<file path="src/rtl/cl_video_pattern_gen.sv">
// cl_video_pattern_gen: Camera Link frame/line raster source with selectable test patterns.
// CL_data = {1'b0, dval, fval, lval, pix[23:0]}; every output is driven straight from a register.
module cl_video_pattern_gen #(
   parameter int DATA_W   = 24,
   parameter int H_ACTIVE = 64,
   parameter int H_BLANK  = 8,
   parameter int V_ACTIVE = 4,
   parameter int V_BLANK  = 16,
   parameter int CB_SHIFT = 3,
   parameter int FCNT_W   = 16
) (
   input  logic              CL_clk,
   input  logic              CL_rst,
   input  logic              en,
   input  logic [1:0]        mode,
   output logic [27:0]       CL_data,
   output logic              frame_done,
   output logic [FCNT_W-1:0] frame_cnt
);

   localparam int MAXH_A = (H_ACTIVE > H_BLANK) ? H_ACTIVE : H_BLANK;
   localparam int MAXH   = (MAXH_A > V_BLANK) ? MAXH_A : V_BLANK;
   localparam int HW     = $clog2(MAXH + 1);
   localparam int VW     = $clog2(V_ACTIVE + 1);

   localparam logic [HW-1:0] HA_LAST = HW'(H_ACTIVE - 1);
   localparam logic [HW-1:0] HB_LAST = HW'(H_BLANK - 1);
   localparam logic [HW-1:0] VB_LAST = HW'(V_BLANK - 1);
   localparam logic [VW-1:0] VA_LAST = VW'(V_ACTIVE - 1);

   // Line blank: fval only.
   localparam logic [27:0] LB_WORD = 28'h200_0000;

   typedef enum logic [1:0] {IDLE, VBLANK, LACT, LBLANK} state_t;

   state_t              r_state;
   logic [HW-1:0]       r_h_cnt;
   logic [VW-1:0]       r_v_cnt;
   logic [DATA_W-1:0]   r_run_cnt;
   logic [1:0]          r_mode_q;
   logic [27:0]         r_data;
   logic                r_frame_done;
   logic [FCNT_W-1:0]   r_frame_cnt;

   // Active-pixel word for the pixel position about to be entered.
   function automatic logic [27:0] act_word(input logic [1:0]        m,
                                            input logic [HW-1:0]     h,
                                            input logic [VW-1:0]     v,
                                            input logic [DATA_W-1:0] run);
      logic [DATA_W-1:0] p;
      case (m)
         2'd0:    p = run;
         2'd1:    p = DATA_W'(h);
         2'd2:    p = DATA_W'(v);
         default: p = ((|(h & (HW'(1) << CB_SHIFT))) ^ (|(v & (VW'(1) << CB_SHIFT)))) ? '1 : '0;
      endcase
      return {4'b0111, 24'(p)};
   endfunction

   // Outputs are computed from the next-state values so they change in the cycle the state is entered.
   always_ff @(posedge CL_clk or posedge CL_rst) begin
      if (CL_rst) begin
         r_state      <= IDLE;
         r_h_cnt      <= '0;
         r_v_cnt      <= '0;
         r_run_cnt    <= '0;
         r_mode_q     <= '0;
         r_data       <= '0;
         r_frame_done <= 1'b0;
         r_frame_cnt  <= '0;
      end else begin
         r_frame_done <= 1'b0;
         case (r_state)
            IDLE: begin
               r_data  <= '0;
               r_h_cnt <= '0;
               if (en) r_state <= VBLANK;
            end
            VBLANK: begin
               if (r_h_cnt == VB_LAST) begin
                  r_state   <= LACT;
                  r_h_cnt   <= '0;
                  r_v_cnt   <= '0;
                  r_mode_q  <= mode;
                  r_run_cnt <= r_run_cnt + DATA_W'(1);
                  r_data    <= act_word(mode, '0, '0, r_run_cnt);
               end else begin
                  r_h_cnt <= r_h_cnt + HW'(1);
                  r_data  <= '0;
               end
            end
            LACT: begin
               if (r_h_cnt == HA_LAST) begin
                  r_h_cnt <= '0;
                  if (r_v_cnt < VA_LAST) begin
                     r_state <= LBLANK;
                     r_data  <= LB_WORD;
                  end else begin
                     r_frame_done <= 1'b1;
                     r_frame_cnt  <= r_frame_cnt + FCNT_W'(1);
                     r_data       <= '0;
                     r_state      <= en ? VBLANK : IDLE;
                  end
               end else begin
                  r_h_cnt   <= r_h_cnt + HW'(1);
                  r_run_cnt <= r_run_cnt + DATA_W'(1);
                  r_data    <= act_word(r_mode_q, r_h_cnt + HW'(1), r_v_cnt, r_run_cnt);
               end
            end
            LBLANK: begin
               if (r_h_cnt == HB_LAST) begin
                  r_state   <= LACT;
                  r_h_cnt   <= '0;
                  r_v_cnt   <= r_v_cnt + VW'(1);
                  r_run_cnt <= r_run_cnt + DATA_W'(1);
                  r_data    <= act_word(r_mode_q, '0, r_v_cnt + VW'(1), r_run_cnt);
               end else begin
                  r_h_cnt <= r_h_cnt + HW'(1);
                  r_data  <= LB_WORD;
               end
            end
            default: begin
               r_state <= IDLE;
               r_data  <= '0;
            end
         endcase
      end
   end

   assign CL_data    = r_data;
   assign frame_done = r_frame_done;
   assign frame_cnt  = r_frame_cnt;

endmodule

</file>
<file path="config.mk">
export PLATFORM = sky130hd
export DESIGN_NAME = cl_video_pattern_gen
export DESIGN_NICKNAME = d
export VERILOG_FILES = /design/src/rtl/cl_video_pattern_gen.sv
export SDC_FILE = /design/constraint.sdc
export NUM_CORES = 1
export LEC_CHECK = 0
export ABC_CLOCK_PERIOD_IN_PS = 2800
export CORE_MARGIN = 2
export CORE_UTILIZATION = 40
export DETAILED_ROUTE_END_ITERATION = 10
export PLACE_DENSITY = 0.67
export RECOVER_POWER = 25
export SLEW_MARGIN = 20
export SYNTH_ARGS = -nofsm -noshare
export SYNTH_HDL_FRONTEND = slang
export SYNTH_SLANG_ARGS = --single-unit
</file>
<file path="constraint.sdc">
create_clock -name CL_clk -period 2.8 [get_ports CL_clk]
set_input_delay 0.28 -clock CL_clk [delete_from_list [all_inputs] [get_ports CL_clk]]
set_output_delay 0.28 -clock CL_clk [all_outputs]
set_load 0.1 [all_outputs]
</file>
==> flow_metrics.tcl, run 1 <==
set metrics [dict create \
    max_freq_mhz 447 \
    hold_class "reg2reg" \
    utilization_pct 48.7 \
    netSwitchingFraction_pct 28.0 \
    synth_cell_type_count 49 \
    crit_type "reg2reg" \
    cp.arrival_ns 2.53 \
    crit_buf_inv 1 \
    leakage_uw 0.00219 \
    grt_pass1_wl_um 12000 \
    cts-resized-gates 0 \
    final_cells 473 \
    maxSlewHeadroom_pct 45.1 \
    grt_busiest_layer "met2" \
    clk_pin_slew_ns 0.08 \
    power_frac_comb_pct 12.1 \
    grt_max_degree 65 \
    viasPerCell 5.31 \
    initialDrtViolationCount 138 \
    finalCritPeriodShare_pct 79.9 \
    cts_tree "built" \
    synthArstFlopShare_pct 100 \
    ios 50 \
    diodes 0 \
    start_util_pct 41.5 \
    cts_buffer_depth 2 \
    clock_skew_ns 0.00668 \
    path_delay_family "simple AND/OR/NAND/NOR gates" \
    place_ws_ns 0.506 \
    yosysSeqAreaShare_pct 55.7 \
    die_x_um 99.3 \
    fin_ws_ns 0.564 \
    synthToLayoutAreaGrowth_pct 17.4 \
    use_met1_pct 20.3 \
    vdd_ir_drop_max_v 0.000293 \
    rsz0062_at_grt "false" \
    outcome "complete, no violations" \
    cp-end-kind "register" \
    vias 2511 \
    ys.flop_type "dfrtp_1" \
    max_cap_violations 0 \
    h-tree-depth 3 \
    grt_use_met3_pct 4.64 \
    root_buffer "clkbuf_8" \
    routedWlPerCell_um 14.9 \
    grt_usage_pct 15.3 \
    die-height_um 99.3 \
    holdBufCountCts 0 \
    slowest_stage "dfrtp_1" \
    ant_nets 0 \
    post_cts_buffers 0 \
    hp-start "frame_cnt[15]" \
    drc 0 \
    final_cell_mix "81 x dfrtp_1, 47 x buf_4, 37 x xnor2_1" \
    worstMarginPinSlew_ns 0.819 \
    worstPathMaxFanout 21 \
    gp_congestion 0.798 \
    layout_min_cycle_time_ns 2.24 \
    required_ns 3.09 \
    yosys_warnings 0 \
    syn_area_per_cell_um2 11.6 \
    first_pass_iters 4 \
    clk_latency_ns 0.36 \
    worstReg2RegStart "r_h_cnt[0]" \
    seqPwrFrac_pct 55.4 \
    fill_cells 814 \
    p_switching_uw 636 \
    core_mm2 0.00876 \
    hpwl_um 4810 \
    p_clk_share_pct 32.5 \
    p_total_uw 2270 \
    placed_cells 458 \
    wirelength_um 7040 \
    nNetsFinal 370 \
    setup_viol 0 \
    fin_tns_setup_ns 0 \
    final_max_slew_viol_count 0 \
    synth_edf_count 0 \
    pwr_density_cell_mw_per_mm2 532 \
    syn_area_mm2 0.00364 \
    rows 34 \
    ys_seq_elements 81 \
    netlist_instances 313 \
    port-buffer-count 48 \
    timing.critical_path.cells "ha_1 > nor4b_4 > nand4_1 > or3_1 > o31ai_2 > buf_4 > a32o_1" \
    synth_nets 322 \
    p_int_uw 1640 \
    clkSinkCount 81 \
    grt_overflow 0 \
    met2_usage_pct 24.5 \
    cts_buffers 9 \
    finalHoldViolations 0 \
    die-area_mm2 0.00987 \
    worstSetupStartpoint "r_h_cnt[0]" \
    grt_pass1_vias 2422 \
    antenna_found_initial 0 \
    drive_gt1_share_pct 20.8 \
    critPathMaxStageDelay_ns 0.41 \
    cp-start-kind "register" \
    layout_commonest_cell "dfrtp_1" \
]
-- Yosys cell counts, drive strengths merged, types with 2 or more instances --
| master | count | area (um2) |
|---|---|---|
| a211oi | 5 | 50.1 |
| a21o | 18 | 135 |
| a21oi | 8 | 40.0 |
| a221o | 3 | 30.0 |
| a311oi | 2 | 17.5 |
| a31oi | 2 | 12.5 |
| and2 | 5 | 31.3 |
| and3 | 13 | 81.3 |
| and4 | 3 | 26.3 |
| buf | 11 | 71.3 |
| clkbuf | 4 | 15.0 |
| dfrtp | 81 | 2030 |
| ha | 4 | 50.1 |
| inv | 7 | 26.3 |
| mux2 | 5 | 56.3 |
| nand2 | 18 | 67.6 |
| nand3 | 21 | 105 |
| nand4 | 12 | 81.3 |
| nor2 | 10 | 37.5 |
| nor2b | 4 | 25.0 |
| nor3 | 3 | 31.3 |
| nor4b | 2 | 32.5 |
| o21ai | 10 | 50.1 |
| o2bb2ai | 2 | 17.5 |
| o31ai | 2 | 20.0 |
| xnor2 | 37 | 324 |
| xor2 | 8 | 70.1 |
-- area by class of cell --
type	instances	area (um2)	area share, %
Sequential cell	81	2030	47.5
Multi-Input combinational cell	210	1500	35.2
Timing Repair Buffer	52	413	9.67
Clock inverter	3	17.5	0.410
Inverter	7	27.5	0.645
Clock buffer	12	145	3.40
Tap cell	108	135	3.17
-- stage by stage --
step | instance area (um2) | hold WS [ns]
finish | 4270 | 0.474
global route | 4270 | 0.499
CTS | 4260 | 0.198
detailed placement | 4100 | 0.466
global placement | 4100 | 0.460
floorplan | 3640 | 0.430
-- final timing paths --
check	cells after the start	slack, ns	end
min	1	0.47	frame_cnt[15]
max in group asynchronous	3	1.55	r_mode_q[0]
max reg2reg	7	0.56	CL_data[3]
min in group asynchronous	2	0.50	frame_cnt[15]
min reg2reg	1	0.47	frame_cnt[15]
max	7	0.56	CL_data[3]
-- flip-flops by register name, summed over array words and instances (netlist names) --
signal / cells
CL_data: 26
r_h_cnt: 7
frame_done: 1
r_mode_q: 2
r_run_cnt: 24
frame_cnt: 16
r_state: 2
r_v_cnt: 3
-- metal layers --
| metal | part of all wire, % | vias to the layer above |
|---|---|---|
| met2 | 49 | 47 |
| met5 | 0 | - |
| met4 | 1.3 | 0 |
| met3 | 3.9 | 8 |
| met1 | 46 | 1255 |
| li1 | - | 1201 |
-- logic make-up (layout without fill, tap and decap cells) --
family | Yosys count | after routing | synth area share, %
buf+inv | 22 | 74 | 3.10
compound gates | 58 | 58 | 11.7
fa+ha+maj | 4 | 4 | 1.38
simple gates | 97 | 97 | 15.6
flops | 81 | 81 | 55.7
mux | 5 | 5 | 1.55
xor+xnor | 45 | 45 | 10.8
other cells | 1 | 1 | 0.103
-- power groups by stage --
stage	logic, uW	clock network, uW	registers, uW
6_report	274	738	1260
5_1_grt	298	819	1270
4_1_cts	277	765	1260
3_5_place_dp	276	0	1280
3_3_place_gp	273	0	1280
2_1_floorplan	194	0	1300
Power figures use the tool's default switching activity.
==> run 2, diff against run 1 <==
--- a/config.mk
+++ b/config.mk
@@ -5,7 +5,7 @@
 export SDC_FILE = /design/constraint.sdc
 export NUM_CORES = 1
 export LEC_CHECK = 0
-export ABC_CLOCK_PERIOD_IN_PS = 2800
+export ABC_CLOCK_PERIOD_IN_PS = 2100
 export CORE_MARGIN = 2
 export CORE_UTILIZATION = 40
 export DETAILED_ROUTE_END_ITERATION = 10
==> constraint.sdc (replaced) <==
create_clock -name CL_clk -period 2.1 [get_ports CL_clk]
set_input_delay 0.21 -clock CL_clk [delete_from_list [all_inputs] [get_ports CL_clk]]
set_output_delay 0.21 -clock CL_clk [all_outputs]
set_load 0.1 [all_outputs]
==> flow_metrics.tcl, run 2 (synthesis results as in run 1) <==
set metrics [dict create \
    core_mm2 0.00876 \
    utilization_pct 51.6 \
    routedWlPerCell_um 14.3 \
    max_cap_violations 0 \
    root_buffer "clkbuf_8" \
    finalHoldViolations 0 \
    worstPathMaxFanout 6 \
    clk_latency_ns 0.35 \
    die_x_um 99.3 \
    drive_gt1_share_pct 28.1 \
    grt_usage_pct 15.3 \
    final_cell_mix "81 x dfrtp_1, 70 x buf_4, 37 x xnor2_1" \
    nNetsFinal 395 \
    cts_buffers 9 \
    grt_overflow 0 \
    synthToLayoutAreaGrowth_pct 24.4 \
    diodes 0 \
    wl_met3_um 346 \
    gp_congestion 0.802 \
    h-tree-depth 3 \
    hold_class "in2async" \
    seqCellArea_mm2 0.00203 \
    largest_register_ffs 26 \
    cts_buffer_depth 2 \
    cts_tree "built" \
    cp-start-kind "register" \
    wirelength_um 7110 \
    drc 0 \
    crit_type "reg2reg" \
    maxSlewHeadroom_pct 40.9 \
    required_ns 2.40 \
    initialDrtViolationCount 93 \
    pwr_density_cell_mw_per_mm2 725 \
    finalCritPeriodShare_pct 97.1 \
    outcome "complete, no violations" \
    max_freq_mhz 490 \
    p_total_uw 3280 \
    multi_input_area_mm2 0.00154 \
    ios 50 \
    hpwl_um 5030 \
    cp-end-kind "register" \
    final_max_slew_viol_count 0 \
    dr.max_layer_used "met4" \
    setup_viol 0 \
    grt_max_degree 37 \
    viasPerCell 5.19 \
    clkSinkCount 81 \
    first_pass_iters 4 \
    grt_pass1_vias 2476 \
    leakage_uw 0.00233 \
    cp.arrival_ns 2.33 \
    wl_met2_um 3480 \
    layout_commonest_cell "dfrtp_1" \
    rsz0062_at_grt "true" \
    die-height_um 99.3 \
    wl_met1_um 3210 \
    layout_min_cycle_time_ns 2.04 \
    clk_pin_slew_ns 0.09 \
    antenna_found_initial 0 \
    vias 2589 \
    grt_pass1_wl_um 11900 \
    clock_skew_ns 0.00534 \
    fill_cells 789 \
    worstMarginPinSlew_ns 0.886 \
    rows 34 \
    ant_nets 0 \
    vdd_ir_drop_max_v 0.000567 \
    port-buffer-count 48 \
    die-area_mm2 0.00987 \
    start_util_pct 41.5 \
]
-- run 2: critical path, stage by stage, from the launching register on --
cell and delay [ns]:
dfrtp_1 0.40, ha_2 0.23, nor4b_4 0.34, and3_4 0.24
buf_4 0.12, nand3_1 0.12, o31ai_2 0.32, a221o_1 0.22
-- run 2: final timing paths --
kind                          startpoint            end  slack, ns  cells after the start
hold reg to reg            r_run_cnt[23]  r_run_cnt[23]       0.48                      1
hold / removal                    CL_rst    CL_data[14]       0.37                      2
setup / recovery              r_h_cnt[1]     CL_data[2]       0.06                      7
setup reg to reg              r_h_cnt[1]     CL_data[2]       0.06                      7
min in group CL_clk        r_run_cnt[23]  r_run_cnt[23]       0.48                      1
max in group asynchronous         CL_rst     r_h_cnt[5]       0.48                      3
-- run 2: layer usage --
metal,GRT usage (%),vias up
met1,20.2,1282
met4,4.95,0
met5,0,-
met2,24.0,55
met3,4.92,6
li1,-,1246
-- run 2: power by group --
part           switching [uW]  internal [uW]
clock network             594            561
logic                     302            176
registers                40.0           1610
-- run 2: through the flow --
| step | setup WS, ns | instance area (um2) | std cells | hold slack, ns | setup TNS [ns] |
|---|---|---|---|---|---|
| after CTS | 0.0297 | 4490 | 495 | 0.185 | 0 |
| after global routing | -0.0631 | 4520 | 499 | 0.406 | -1.07 |
| after floorplan | 0.123 | 3640 | 313 | 0.360 | 0 |
| after global placement | 0.102 | 4280 | 479 | 0.459 | 0 |
| final | 0.0607 | 4520 | 499 | 0.367 | 0 |
| after detailed placement | 0.0441 | 4280 | 479 | 0.468 | 0 |
-- run 2: layout make-up --
cell class	instances	share of cell area (%)
inverters	7	0.609
flip-flops and latches	81	44.8
well taps	108	2.99
clock inverters	7	1.74
repair buffers	77	13.2
clock buffers	9	2.74
multi-input cells	210	33.9
-- run 2: timing repair --
item,4_1_cts,5_1_grt
hold buffers,0,0
resized for setup,0,7
buffers inserted,0,4
setup endpoints to repair,0,30
